## src/rtl/uart_tx_fifo.sv

```systemverilog
// uart_tx_fifo: FIFO-buffered UART transmitter (8N1 / 8N2) with an internal baud divider.
// Rev 1.0 - initial release.
`default_nettype none

module uart_tx_fifo #(
   parameter int N    = 8,
   parameter int STOP = 0,
   parameter int DIV  = 434,
   parameter int AW   = 4
) (
   input  logic          clk,
   input  logic          nrst,
   input  logic          wr_en,
   input  logic [N-1:0]  data,
   output logic          full,
   output logic          empty,
   output logic [AW:0]   level,
   output logic          ovf,
   output logic          q,
   output logic          busy
);
   localparam int            DEPTH       = 2**AW;
   localparam int            IW          = $clog2(N) + 1;
   localparam logic [15:0]   C_DIV_M1    = 16'(DIV - 1);
   localparam logic [IW-1:0] C_LAST_BIT  = IW'(N - 1);
   localparam logic [IW-1:0] C_LAST_STOP = IW'(STOP);
   localparam logic [AW:0]   C_FULL_XOR  = (AW+1)'(DEPTH);

   typedef enum logic [1:0] {S_IDLE, S_START, S_DATA, S_STOP_B} state_t;

   state_t        r_state;
   logic [N-1:0]  r_mem [DEPTH];
   logic [AW:0]   r_wptr;
   logic [AW:0]   r_rptr;
   logic [15:0]   r_cnt;
   logic [N-1:0]  r_shift;
   logic [IW-1:0] r_idx;

   logic          w_push;
   logic          w_pop;
   logic          w_tick;
   logic          w_frame_end;
   logic [AW:0]   w_wptr_nxt;
   logic [AW:0]   w_rptr_nxt;
   logic [N-1:0]  w_shift_nxt;
   logic [N-1:0]  w_head;

   assign w_tick      = (r_cnt == C_DIV_M1);
   assign w_frame_end = (r_state == S_STOP_B) && w_tick && (r_idx == C_LAST_STOP);
   assign w_pop       = !empty && ((r_state == S_IDLE) || w_frame_end);
   // full is the registered pre-edge flag, so a write while full is dropped even if a pop happens now
   assign w_push      = wr_en && !full;
   assign w_wptr_nxt  = r_wptr + (AW+1)'(w_push);
   assign w_rptr_nxt  = r_rptr + (AW+1)'(w_pop);
   assign w_shift_nxt = r_shift >> 1;
   assign w_head      = r_mem[r_rptr[AW-1:0]];

   always_ff @(posedge clk) begin
      if (w_push) begin
         r_mem[r_wptr[AW-1:0]] <= data;
      end
   end

   always_ff @(posedge clk or negedge nrst) begin
      if (!nrst) begin
         r_wptr <= '0;
         r_rptr <= '0;
         level  <= '0;
         full   <= 1'b0;
         empty  <= 1'b1;
         ovf    <= 1'b0;
      end else begin
         r_wptr <= w_wptr_nxt;
         r_rptr <= w_rptr_nxt;
         level  <= w_wptr_nxt - w_rptr_nxt;
         full   <= (w_wptr_nxt ^ w_rptr_nxt) == C_FULL_XOR;
         empty  <= (w_wptr_nxt == w_rptr_nxt);
         ovf    <= wr_en && full;
      end
   end

   always_ff @(posedge clk or negedge nrst) begin
      if (!nrst) begin
         r_state <= S_IDLE;
         r_cnt   <= '0;
         r_shift <= '0;
         r_idx   <= '0;
         q       <= 1'b1;
         busy    <= 1'b0;
      end else begin
         if (r_state != S_IDLE) begin
            r_cnt <= w_tick ? 16'd0 : r_cnt + 16'd1;
         end
         case (r_state)
            S_IDLE: begin
               if (w_pop) begin
                  r_shift <= w_head;
                  r_idx   <= '0;
                  r_cnt   <= '0;
                  q       <= 1'b0;
                  busy    <= 1'b1;
                  r_state <= S_START;
               end
            end
            S_START: begin
               if (w_tick) begin
                  q       <= r_shift[0];
                  r_state <= S_DATA;
               end
            end
            S_DATA: begin
               if (w_tick) begin
                  if (r_idx == C_LAST_BIT) begin
                     q       <= 1'b1;
                     r_idx   <= '0;
                     r_state <= S_STOP_B;
                  end else begin
                     r_shift <= w_shift_nxt;
                     r_idx   <= r_idx + 1'b1;
                     q       <= w_shift_nxt[0];
                  end
               end
            end
            S_STOP_B: begin
               // r_idx counts stop bits here; a queued byte starts on the same edge
               if (w_tick) begin
                  if (r_idx != C_LAST_STOP) begin
                     r_idx <= r_idx + 1'b1;
                  end else if (w_pop) begin
                     r_shift <= w_head;
                     r_idx   <= '0;
                     q       <= 1'b0;
                     r_state <= S_START;
                  end else begin
                     busy    <= 1'b0;
                     r_state <= S_IDLE;
                  end
               end
            end
            default: begin
               r_state <= S_IDLE;
            end
         endcase
      end
   end

endmodule

`default_nettype wire

```

## config.mk

```make
export PLATFORM = sky130hd
export DESIGN_NAME = uart_tx_fifo
export DESIGN_NICKNAME = d
export VERILOG_FILES = /design/src/rtl/uart_tx_fifo.sv
export SDC_FILE = /design/constraint.sdc
export NUM_CORES = 1
export LEC_CHECK = 0
export ABC_CLOCK_PERIOD_IN_PS = 4700
export CAP_MARGIN = 20
export CORE_AREA = 2 2 118 120
export CTS_CLUSTER_DIAMETER = 80
export DETAILED_ROUTE_END_ITERATION = 6
export DIE_AREA = 0 0 120 122
export GPL_TIMING_DRIVEN = 1
export PLACE_DENSITY = 0.8
export SLEW_MARGIN = 20
export SYNTH_ARGS = -nofsm -noshare
export SYNTH_HDL_FRONTEND = slang
export SYNTH_SLANG_ARGS = --single-unit
```

## constraint.sdc

```tcl
create_clock -name clk -period 4.7 [get_ports clk]
set_clock_uncertainty 0.15 [all_clocks]
set_input_delay 0.94 -clock clk [delete_from_list [all_inputs] [get_ports clk]]
set_output_delay 0.94 -clock clk [all_outputs]
set_load 0.005 [all_outputs]
```

==> flow_summary.yaml <==
status:
  outcome: "finished, final reports clean"
power:
  finalPower_w: 0.00392
  ir_drop_v: 0.000388
  p_leak_nw: 3.29
  powerDensity_nw_per_um2: 449
clock_network:
  cts_resized: 0
  cts.path.max_buffers: 2
  cts.sinks: 178
  clk_latency_ns: 0.44
  cts_root_buffer: "clkbuf_16"
  cts-htree-levels: 4
  cts_tree: "built"
  post_cts_buffers: 0
  cts_inserted_buffers: 17
  cts_hold_buf: 0
  clk_pin_slew_worst_paths_ns: 0.07
route:
  antenna_left: 0
  viasPerCell: 6.24
  drc: 0
  met3_length_um: 793
  vias: 4599
  wl_met1_mm: 6.36
  wl_met2_mm: 8.29
  wirelength_mm: 15.6
  top_layer_used: "met4"
  drt_pass1_iterations: 5
  initialDrtViolationCount: 499
  wl_per_cell_um: 21.2
sta:
  drv_slew: 0
  rsz0062_at_grt: "no"
  post-route-period-util: 0.783
  slew_headroom: 0.376
  finalSetupViolCount: 0
  worst_slew_pin_slew_ns: 0.936
  fin_ws_ns: 1.02
  post-route-min-period_ns: 3.68
  tns_ns: 0
  fmax_mhz: 272
  finalHoldViolations: 0
global_routing:
  grt_first_pass_wirelength_mm: 25.1
  overflow: 0
  grt_max_degree: 51
  antenna_found_initial: 0
  grt_use_total: 0.231
  grt_pass1_vias: 4576
synthesis:
  yosys_warnings: 0
  avgSynthCellArea_um2: 14.9
  synth_cell_types: 69
  netlist_area_um2: 7810
  yosysTopAreaCell: "edfxtp_1"
  ys_seq_elements: 178
  yosysSeqAreaShare: 0.653
  synth_edf_count: 128
  synth_top_area_share: 0.492
  ys_async_sr_fraction: 0.281
  syn_nets: 550
  synthCells: 523
  synth.top_cells.by_area: "edfxtp_1 49%, dfrtp_1 15%, mux4_2 6.1%, mux2i_1 3.5%, ha_1 2.6%"
  ys.flop_type: "edfxtp_1"
final_layout:
  area_growth_pct: 11.8
  instances_no_fill: 737
  nFillCells: 924
  nets: 571
  num_antenna_cells: 0
  drive_gt1_frac: 0.138
place:
  dpl.hpwl_mm: 10.1
  io_buffers: 20
  dp.cells: 705
  gp_congestion: 0.840
  place_ws_ns: 1.01
job:
  cap_viol_max_count: 0
setup_path:
  cp-end-kind: "register"
  reg2regPathDepth: 14
  path_max_fanout: 9
  crit_arrival_ns: 3.86
  r2r_slack_ns: 1.02
  rr_endpoint: "level[4]"
  start_kind: "register"
  criticalPathCategory: "reg2reg"
  r2r-start: "r_cnt[1]"
  cp.required_ns: 4.88
floorplanning:
  die_y_um: 122
  ios: 21
  core-area_um2: 13500
  start_util: 0.578
  die_w_um: 120
  row_count: 43
  die-area_um2: 14600
worst_hold_path:
  min_to: "q"
  worstHoldStart: "q"
  hold_path_class: "reg2reg"
  hold_depth: 2
## report_power, final
| group | switching (W) | internal (W) | total (W) |
|---|---|---|---|
| clock network | 0.000656 | 0.000811 | 0.00147 |
| logic | 0.000291 | 0.000219 | 0.000510 |
| registers | 0.0000774 | 0.00187 | 0.00194 |
| total | 0.00102 | 0.00290 | 0.00392 |
## final cells by class
class,instances,area (um2),share of cell area
multi-input combinational,300,2470,0.283
inverter,21,78.8,0.00903
clock inverter,14,188,0.0215
sequential,178,5100,0.584
timing repair buffer,26,243,0.0278
tap,180,225,0.0258
clock buffer,18,429,0.0492
## registers in the layout, summed over array words and instances, names as in the netlist
register  flops
r_idx         4
busy          1
ovf           1
full          1
r_state       2
q             1
r_wptr        5
r_rptr        5
empty         1
r_mem       128
r_shift       8
r_cnt        16
level         5
## cell usage after synthesis, types with 2 or more instances
library cell	instances
o21ai_0	29
dfstp_2	2
a211o_1	8
a2bb2oi_1	6
o221ai_2	4
nor4_1	2
buf_4	3
a21oi_1	5
o32ai_1	6
nor4b_1	2
nand3_1	12
nor2b_1	2
and2_1	3
nor2_1	28
mux2i_1	27
nand2b_1	6
buf_2	5
or2_2	2
edfxtp_1	128
nor4bb_1	2
a211oi_1	8
inv_1	21
o221ai_1	3
mux4_2	21
clkbuf_1	10
nand2_1	31
a21o_1	2
xor2_1	6
dfrtp_1	48
xnor2_1	9
nand4_1	5
a31oi_1	6
ha_1	16
o22ai_1	8
o211ai_1	2
nor3_1	8
buf_6	2
o31a_1	2
o31ai_1	2
buf_8	2
## critical path, cell delays in order (launching register included)
cell and delay, ns:
dfrtp_1 0.41, inv_1 0.08, ha_1 0.14, nor4b_1 0.34, and4_1 0.48, a21oi_1 0.12
nor2_1 0.14, ha_1 0.20, ha_1 0.29, xnor2_1 0.18, ha_1 0.22, a21oi_1 0.22
o21bai_1 0.12, maj3_1 0.37, xnor2_1 0.13
## cells by family after synthesis
group,Yosys count,share of synthesized area
fa+ha+maj,17,0.0269
mux,50,0.0986
xor+xnor,15,0.0168
simple gates,118,0.0813
compound gates,100,0.0926
flops,178,0.653
buf+inv,45,0.0308
## how the worst max path moves through the flow
stage	start	end	slack [ns]	depth (start not counted)
global placement	wr_en	level[4]	1.15	11
CTS	r_cnt[1]	level[4]	1.01	14
detailed placement	wr_en	level[4]	1.01	11
floorplan	r_cnt[1]	level[4]	1.54	15
finish	r_cnt[1]	level[4]	1.02	14
global route	r_state[1]	level[4]	0.67	12
## routing by layer
layer  vias to the layer above  GRT usage
li1                       2075          -
met1                      2345      0.284
met2                       160      0.400
met3                        19     0.0599
met4                         0     0.0801
met5                         -          0
## placed cells by master, fill, tap and decap left out, types with 6 or more instances in the layout
cell	netlist	layout
a211o_1	8	8
a211oi_1	8	8
a2bb2oi_1	6	6
a31oi_1	6	6
buf_4	3	7
clkbuf_16	0	17
clkdlybuf4s50_1	0	19
dfrtp_1	48	47
edfxtp_1	128	128
ha_1	16	16
inv_1	21	21
mux2i_1	27	27
mux4_2	21	21
nand2_1	31	31
nand2b_1	6	6
nand3_1	12	12
nor2_1	28	28
nor3_1	8	8
o21ai_0	29	29
o22ai_1	8	8
o32ai_1	6	6
xnor2_1	9	9
xor2_1	6	6
## stage by stage
step,hold slack [ns],area [um2],utilization
5_1_grt,0.360,8730,0.647
3_5_place_dp,0.319,8110,0.601
6_report,0.322,8730,0.647
3_3_place_gp,0.305,8110,0.601
2_1_floorplan,0.304,7810,-
4_1_cts,0.329,8730,0.646
Note: power is estimated with default switching activity, not from simulation.
